==> config.mk <==
export PLATFORM = sky130hd
export DESIGN_NAME = rib_hub
export DESIGN_NICKNAME = d
export VERILOG_FILES = /design/src/rtl/rib_pkg.sv /design/src/rtl/rib_decode.sv /design/src/rtl/rib_hub.sv
export SDC_FILE = /design/constraint.sdc
export NUM_CORES = 1
export LEC_CHECK = 0
export CORE_ASPECT_RATIO = 0.6
export CORE_MARGIN = 2
export CORE_UTILIZATION = 38
export CTS_BUF_LIST = sky130_fd_sc_hd__clkbuf_8
export CTS_CLUSTER_DIAMETER = 80
export DETAILED_ROUTE_END_ITERATION = 8
export GPL_ROUTABILITY_DRIVEN = 0
export GPL_TIMING_DRIVEN = 0
export MAX_ROUTING_LAYER = met4
export PLACE_DENSITY = 0.83
export SLEW_MARGIN = 20
export SYNTH_ARGS = -nofsm -noshare
export SYNTH_HDL_FRONTEND = slang
export SYNTH_HIERARCHICAL = 1
export SYNTH_SLANG_ARGS = --single-unit
export TNS_END_PERCENT = 30
==> constraint.sdc <==
create_clock -name clk -period 1.8 [get_ports clk]
set_input_delay 0.18 -clock clk [delete_from_list [all_inputs] [get_ports clk]]
set_output_delay 0.18 -clock clk [all_outputs]
set_load 0.03 [all_outputs]
==> src/rtl/rib_pkg.sv <==
// Shared types and constants for the rib_hub single-master bus interconnect.
// Holds the FSM state encoding, the error read-data pattern and the wait-counter width helper.
package rib_pkg;

   typedef enum logic [1:0] {
      ST_IDLE,
      ST_WAIT,
      ST_RESP,
      ST_ERR
   } ribState_e;

   localparam logic [31:0] RIB_ERR_DATA = 32'hDEAD_BEEF;

   // Width able to hold 0..timeout inclusive; never narrower than one bit.
   function automatic int unsigned cntWidth(input int unsigned timeout);
      return (timeout < 1) ? 1 : $clog2(timeout + 1);
   endfunction

endpackage

==> src/rtl/rib_decode.sv <==
// Combinational address decoder: one-hot window hit (lowest index wins) plus a miss flag.
module rib_decode #(
   parameter int unsigned          NSLV     = 4,
   parameter int unsigned          AW       = 32,
   parameter logic [NSLV*AW-1:0]   SLV_BASE = {32'h3000_0000, 32'h2000_0000, 32'h1000_0000, 32'h0},
   parameter logic [NSLV*AW-1:0]   SLV_MASK = {4{32'hF000_0000}}
) (
   input  logic [AW-1:0]   addr,
   output logic [NSLV-1:0] hit,
   output logic            miss
);

   logic found;

   always_comb begin
      hit   = '0;
      found = 1'b0;
      for (int unsigned i = 0; i < NSLV; i++) begin
         if (!found && ((addr & SLV_MASK[i*AW +: AW]) == SLV_BASE[i*AW +: AW])) begin
            hit[i] = 1'b1;
            found  = 1'b1;
         end
      end
      miss = ~found;
   end

endmodule

==> src/rtl/rib_hub.sv <==
// Single-master req/ready interconnect fanning one core bus out to NSLV slave windows.
// Optional wait-state timeout to an error response is enabled by defining RIB_TIMEOUT_EN.
module rib_hub
   import rib_pkg::*;
#(
   parameter int unsigned          NSLV     = 4,
   parameter int unsigned          AW       = 32,
   parameter int unsigned          DW       = 32,
   parameter logic [NSLV*AW-1:0]   SLV_BASE = {32'h3000_0000, 32'h2000_0000, 32'h1000_0000, 32'h0},
   parameter logic [NSLV*AW-1:0]   SLV_MASK = {4{32'hF000_0000}},
   parameter int unsigned          TIMEOUT  = 15
) (
   input  logic                 clk,
   input  logic                 rst,
   input  logic                 m_req,
   input  logic                 m_we,
   input  logic [AW-1:0]        m_addr,
   input  logic [DW-1:0]        m_wdata,
   input  logic [DW/8-1:0]      m_wstrb,
   output logic                 m_ready,
   output logic [DW-1:0]        m_rdata,
   output logic                 m_err,
   output logic [NSLV-1:0]      s_req,
   output logic                 s_we,
   output logic [AW-1:0]        s_addr,
   output logic [DW-1:0]        s_wdata,
   output logic [DW/8-1:0]      s_wstrb,
   input  logic [NSLV-1:0]      s_ready,
   input  logic [NSLV*DW-1:0]   s_rdata
);

   localparam logic [DW-1:0] ERR_DATA = DW'(RIB_ERR_DATA);

   if (NSLV < 1 || TIMEOUT < 1) begin : gCfgCheck
      $error("rib_hub: NSLV and TIMEOUT must both be at least 1");
   end

   ribState_e       state;
   logic [NSLV-1:0] decHit;
   logic            decMiss;
   logic            selReady;
   logic [DW-1:0]   selRdata;

`ifdef RIB_TIMEOUT_EN
   localparam int unsigned CW = cntWidth(TIMEOUT);
   logic [CW-1:0] waitCnt;
`endif

   rib_decode #(
      .NSLV     (NSLV),
      .AW       (AW),
      .SLV_BASE (SLV_BASE),
      .SLV_MASK (SLV_MASK)
   ) uDecode (
      .addr (m_addr),
      .hit  (decHit),
      .miss (decMiss)
   );

   // s_req is one-hot while waiting, so it doubles as the return-path select.
   always_comb begin
      selRdata = '0;
      for (int unsigned i = 0; i < NSLV; i++) begin
         if (s_req[i]) begin
            selRdata = selRdata | s_rdata[i*DW +: DW];
         end
      end
      selReady = |(s_ready & s_req);
   end

   always_ff @(posedge clk) begin
      if (rst) begin
         state   <= ST_IDLE;
         s_req   <= '0;
         m_ready <= 1'b0;
         m_err   <= 1'b0;
         m_rdata <= '0;
         s_we    <= 1'b0;
         s_addr  <= '0;
         s_wdata <= '0;
         s_wstrb <= '0;
`ifdef RIB_TIMEOUT_EN
         waitCnt <= '0;
`endif
      end else begin
         m_ready <= 1'b0;
         m_err   <= 1'b0;
         unique case (state)
            ST_IDLE: begin
               if (m_req) begin
                  s_we    <= m_we;
                  s_addr  <= m_addr;
                  s_wdata <= m_wdata;
                  s_wstrb <= m_we ? m_wstrb : '0;
                  if (decMiss) begin
                     state   <= ST_ERR;
                     m_ready <= 1'b1;
                     m_err   <= 1'b1;
                     m_rdata <= ERR_DATA;
                  end else begin
                     state <= ST_WAIT;
                     s_req <= decHit;
`ifdef RIB_TIMEOUT_EN
                     waitCnt <= '0;
`endif
                  end
               end
            end
            ST_WAIT: begin
               if (selReady) begin
                  state   <= ST_RESP;
                  s_req   <= '0;
                  m_ready <= 1'b1;
                  m_rdata <= s_we ? '0 : selRdata;
               end
`ifdef RIB_TIMEOUT_EN
               // Last permitted wait cycle: a ready here still wins over the timeout.
               else if (waitCnt == CW'(TIMEOUT - 1)) begin
                  state   <= ST_ERR;
                  s_req   <= '0;
                  m_ready <= 1'b1;
                  m_err   <= 1'b1;
                  m_rdata <= ERR_DATA;
               end else begin
                  waitCnt <= waitCnt + 1'b1;
               end
`endif
            end
            ST_RESP: state <= ST_IDLE;
            ST_ERR:  state <= ST_IDLE;
            default: state <= ST_IDLE;
         endcase
      end
   end

endmodule
# Word level (Yosys, flattened, before mapping)
# Index checks and enable logic that the tools add are counted.
dict set report totals {
  ff_bits 109
  latch_bits 0
  mem_bits_rw 0
  rom_bits 0
  in_bits 204
  out_inout_bits 107
  wordCells 69
  n_memories 0
}
dict set report op_classes {
  add_sub_neg 0
  mul 0
  n_div 0
  magnitude_cmp 0
  eq_ne 10
  shifts 0
  n_mux 29
  n_bitwise 5
  n_reduce_logical 16
}
# op count
set op_table {}
lappend op_table {{two-way mux 32 bit} 8}
lappend op_table {{bitwise OR 32 bit} 3}
lappend op_table {{case mux 32 bit (2 select lines)} 1}
lappend op_table {{zero test 32 bit} 1}
lappend op_table {{two-way mux 4 bit} 4}
lappend op_table {{two-way mux 1 bit} 10}
lappend op_table {{equality test 4 x 2 -> 1 bit (second input constant)} 2}
lappend op_table {{case mux 4 bit (2 select lines)} 1}
lappend op_table {{AND reduction 4 bit} 2}
lappend op_table {{two-way mux 2 bit} 3}
lappend op_table {{inequality test 2 bit (second input constant)} 3}
lappend op_table {{case mux 2 bit (3 select lines)} 1}
lappend op_table {{bitwise AND 4 bit} 1}
lappend op_table {{equality test 2 bit (second input constant)} 2}
lappend op_table {{equality test 4 x 1 -> 1 bit (second input constant)} 1}
lappend op_table {{AND reduction 2 bit} 2}
lappend op_table {{OR reduction 2 bit} 2}
lappend op_table {{OR reduction 4 bit} 1}
lappend op_table {{logical AND 1 bit} 3}
lappend op_table {{zero test 1 bit} 3}
lappend op_table {{equality test 2 x 1 -> 1 bit (second input constant)} 1}
lappend op_table {{zero test 2 bit} 1}
lappend op_table {{inequality test 2 x 1 -> 1 bit (second input constant)} 1}
lappend op_table {{case mux 1 bit (2 select lines)} 1}
lappend op_table {{2 further kinds} 2}

# Logic depth before layout (Yosys ltp)
dict set report depth {
  word_depth 14
  ltp_mapped 7
  ltp_nobuf 4
}

# Cells and area by module
# Netlist, hierarchy kept.
# module instances cells_per_inst area_each_um2 seq_area_each_um2
set by_module_without_submodules {}
lappend by_module_without_submodules {rib_hub 1 561 4838.4 2182.1}
lappend by_module_without_submodules {rib_decode 1 5 42.5 0.0}

# Worst setup path after synthesis
# No wires, ideal clock.
dict set report synth_timing {
  path_type {register to register}
  start {register s_req[0]}
  end {register m_rdata[0]}
  setup_time_ns 0.072
  arrival_time_ns 1.437
  required_time_ns 1.728
  slack_ns 0.291
  stages_incl_launch_ff 7
  n_path_buf 3
  synth_period_minus_slack_ns 1.509
  cell_sequence {dfxtp_1 > buf_2 > a22o_1 > o21ai_1 > buf_4 > buf_6 > mux2i_1}
}
dict set report synth_via {
  elab_chain_cells 10
  elab_cells_between_ends 14
  cone_classes {eq/ne (1); mux (7); bitwise (4); reduce/logical (2)}
}
# element line
set synth_lines {}
lappend synth_lines {{start, declared} rib_hub.sv:23} ;# output logic [NSLV-1:0] s_req,
lappend synth_lines {{start signal, assigned} rib_hub.sv:102} ;# s_req <= decHit;
lappend synth_lines {{two-way mux 32 bit} rib_hub.sv:64} ;# if (s_req[i]) begin
lappend synth_lines {{bitwise OR 32 bit} rib_hub.sv:65} ;# selRdata = selRdata | s_rdata[i*DW +: DW];
lappend synth_lines {{two-way mux 32 bit} rib_hub.sv:64}
lappend synth_lines {{bitwise OR 32 bit} rib_hub.sv:65}
lappend synth_lines {{two-way mux 32 bit} rib_hub.sv:64}
lappend synth_lines {{bitwise OR 32 bit} rib_hub.sv:65}
lappend synth_lines {{two-way mux 32 bit} rib_hub.sv:64}
lappend synth_lines {{two-way mux 32 bit} rib_hub.sv:114} ;# m_rdata <= s_we ? '0 : selRdata;
lappend synth_lines {{two-way mux 32 bit} rib_hub.sv:110} ;# if (selReady) begin
lappend synth_lines {{case mux 32 bit (2 select lines)} rib_hub.sv:88} ;# unique case (state)
lappend synth_lines {{end signal, assigned} rib_hub.sv:114}
lappend synth_lines {{end, declared} rib_hub.sv:21} ;# output logic [DW-1:0] m_rdata,
# Several ways; a longest one is shown, not always the timed one. The select of a mux whose other input is x is not followed.
# A chain may end at the register's enable or synchronous reset.

# Worst setup path after layout
dict set report layout_timing {
  start {register s_we}
  end {output s_we}
}
# element line
set layout_lines {}
lappend layout_lines {{start, declared} rib_hub.sv:24} ;# output logic s_we,
lappend layout_lines {{start signal, assigned} rib_hub.sv:91} ;# s_we <= m_we;
# No word-level cell between the ends.

==> flow_metrics.py <==
metrics = {
    "run_status": {
        "status": "finished, final reports clean",
    },
    "detailed_routing": {
        "wl_per_cell_um": 17.5,
        "drc": 0,
        "drt_pass1_iterations": 4,
        "routed_via_density": 5.16,
        "drtIter0Drc": 213,
        "vias": 5477,
        "drtAntennaViolNets": 0,
        "drt_wl_total_um": 18500,
    },
    "hold_path": {
        "hold_start": "m_wdata[10]",
        "hold_path.class": "input pin to flop",
    },
    "clock_network": {
        "cts_made_buffers": 9,
        "cts-htree-levels": 3,
        "holdBufCountCts": 0,
        "root_buffer": "clkbuf_8",
        "tritoncts": "yes",
        "clk_pin_slew_ns": 0.10,
        "numClockSinks": 109,
        "clock_path_buffers": 2,
        "clk_latency_ns": 0.37,
    },
    "flow_run": {
        "maxCapViolCount": 0,
    },
    "pwr": {
        "power_density_nw_per_um2": 682,
        "total_power_mw": 5.72,
        "power.leakage_nw": 3.24,
        "vdd_drop_max_mv": 0.451,
    },
    "setup_path": {
        "worstSetupStartpoint": "s_we",
        "endpoint": "s_we",
        "end_kind": "primary output",
        "r2r_start": "s_req[0]",
        "crit_cells": 1,
        "path_class": "flop to primary output",
        "r2r_end": "m_rdata[28]",
        "crit_arrival_ns": 1.54,
        "cpLargestDelayFamily": "buffers and inverters",
        "crit_path_top_delay_cell": "clkdlybuf4s50_1",
        "rrSetupSlack_ns": 0.17,
        "crit_chain": "clkdlybuf4s50_1",
        "start_kind": "flop",
        "slowest_delay_ns": 0.71,
        "path_buf_inv": 1,
        "cp_max_fo": 4,
        "crit_required_ns": 1.62,
        "ff2ff_path_depth": 5,
    },
    "cells_and_area": {
        "regArea_sq_um": 2180,
        "diodes": 0,
        "nFillCells": 1076,
        "drive_above_1_share": 0.0561,
        "nets": 1091,
        "multiInputGateArea_sq_um": 2410,
        "final_cells": 1061,
        "areaGrowthSynthToFinish_pct": 71.8,
    },
    "grt": {
        "grt_max_degree": 18,
        "grt_pass1_wl_um": 28800,
        "antenna_found_initial": 0,
        "grt-ovfl-total": 0,
        "grt_pass1_vias": 5433,
        "grt_usage": 0.274,
    },
    "timing": {
        "relSlewSlack": 0.564,
        "finalHoldViolCount": 0,
        "skew_ns": 0.0115,
        "fmax_ghz": 0.582,
        "slew_viol_final": 0,
        "rsz0062_at_grt": "false",
        "post-route-period-util": 0.955,
        "tightest_slew_ns": 0.654,
        "setup_viol": 0,
        "finalCriticalPeriod_ns": 1.72,
    },
    "placement": {
        "io_buffers": 309,
        "dp_hpwl_um": 14600,
        "dp_cells": 1045,
    },
    "logic_synthesis": {
        "ys.flop_type": "dfxtp_1",
        "synth.most_common_cell": "nand2_1",
        "yosysSeqAreaShare": 0.447,
        "synth_area_leaders": "dfxtp_1 45%, a22o_1 10%, nand2_1 10%",
        "async_reset_ff_frac": 0,
        "ys_ff_latch": 109,
        "yosysTopAreaCell": "dfxtp_1",
        "synth_cell_types": 33,
        "syn_nets": 770,
        "syn_inst": 566,
        "yosys.area.top_type_share": 0.447,
        "synth_warnings": 6,
        "syn_area_per_cell_sq_um": 8.62,
        "netlist_area_sq_um": 4880,
        "synth_edf_count": 0,
        "synth_common_cells": "135 x nand2_1, 109 x dfxtp_1, 71 x a21oi_1, 58 x a22o_1, 28 x o21ai_0",
    },
    "floorplan": {
        "fp.coreArea_sq_um": 12700,
        "io_pins": 311,
        "initial_core_util": 0.385,
        "die_w_um": 150,
        "placementRows": 32,
        "die_area_sq_um": 13800,
        "dieHeight_um": 91.8,
    },
}
## logic make-up (layout without fill, tap and decap cells)
logic type,after synthesis,in the layout,synth area share
AOI/OAI and AO/OA,208,208,0.282
and+or+nand+nor,171,171,0.161
DFF,109,109,0.447
buffers and inverters,54,379,0.0600
muxes,24,24,0.0492
## worst min-delay path by stage
stage                     slack [ns]           to  cells past startpoint
final                           0.35  s_wdata[10]                      3
after global routing            0.33  s_wdata[14]                      3
after CTS                       0.33  s_wdata[14]                      3
after detailed placement        0.45    s_addr[2]                      2
after global placement          0.44   s_wstrb[1]                      2
after floorplan                 0.32   s_addr[25]                      2
## per-stage QoR
| stage | hold WS (ns) | worst slack (ns) | utilization | instance area (sq um) | TNS, ns |
|---|---|---|---|---|---|
| 3_3_place_gp | 0.439 | -0.154 | 0.645 | 8190 | -2.94 |
| 5_1_grt | 0.331 | 0.0186 | 0.661 | 8390 | 0 |
| 4_1_cts | 0.329 | 0.0587 | 0.660 | 8380 | 0 |
| 3_5_place_dp | 0.447 | -0.220 | 0.645 | 8190 | -5.74 |
| 6_report | 0.347 | 0.0816 | 0.661 | 8390 | 0 |
| 2_1_floorplan | 0.316 | 0.291 | - | 4880 | 0 |
## cell usage in the layout (no fill, tap or decap), types with 21 or more instances in the layout
cell and n:
clkbuf_1 24, clkdlybuf4s50_1 309, buf_2 21, mux2i_1 24
a22o_1 58, dfxtp_1 109, nand2_1 135, o21bai_1 24
a21oi_1 71, o21ai_0 28
## final cells by class
| type | instances | share of cell area |
|---|---|---|
| clock buffers | 9 | 0.0148 |
| plain buffers | 54 | 0.0349 |
| well taps | 170 | 0.0254 |
| flip-flops and latches | 109 | 0.260 |
| multi-input cells | 403 | 0.287 |
| clock inverters | 6 | 0.00776 |
| repair buffers | 310 | 0.370 |
## sequential cells by signal, summed over array words and instances, names as in the netlist
register  count
s_wstrb       4
s_addr       32
m_err         1
state         2
s_we          1
m_rdata      32
s_req         4
s_wdata      32
m_ready       1
## what timing repair did
item / in CTS / in global routing
resized for setup: 0 / 1
endpoints found under the hold margin: 0 / 0
setup buffers: 0 / 1
endpoints found under the setup margin: 0 / 7
## where the power goes
group          total [mW]  switching, mW  internal, mW
Clock                1.48          0.842         0.637
Sequential           2.65         0.0835          2.57
Combinational        1.58          0.768         0.815
## metal layers
| layer | GRT usage | vias up | part of all wire |
|---|---|---|---|
| met5 | - | - | 0 |
| met4 | 0.0574 | 0 | 0.014 |
| met3 | 0.0886 | 24 | 0.097 |
| met2 | 0.430 | 232 | 0.45 |
| met1 | 0.347 | 2554 | 0.44 |
| li1 | - | 2667 | - |
(Power assumes the default switching activity.)
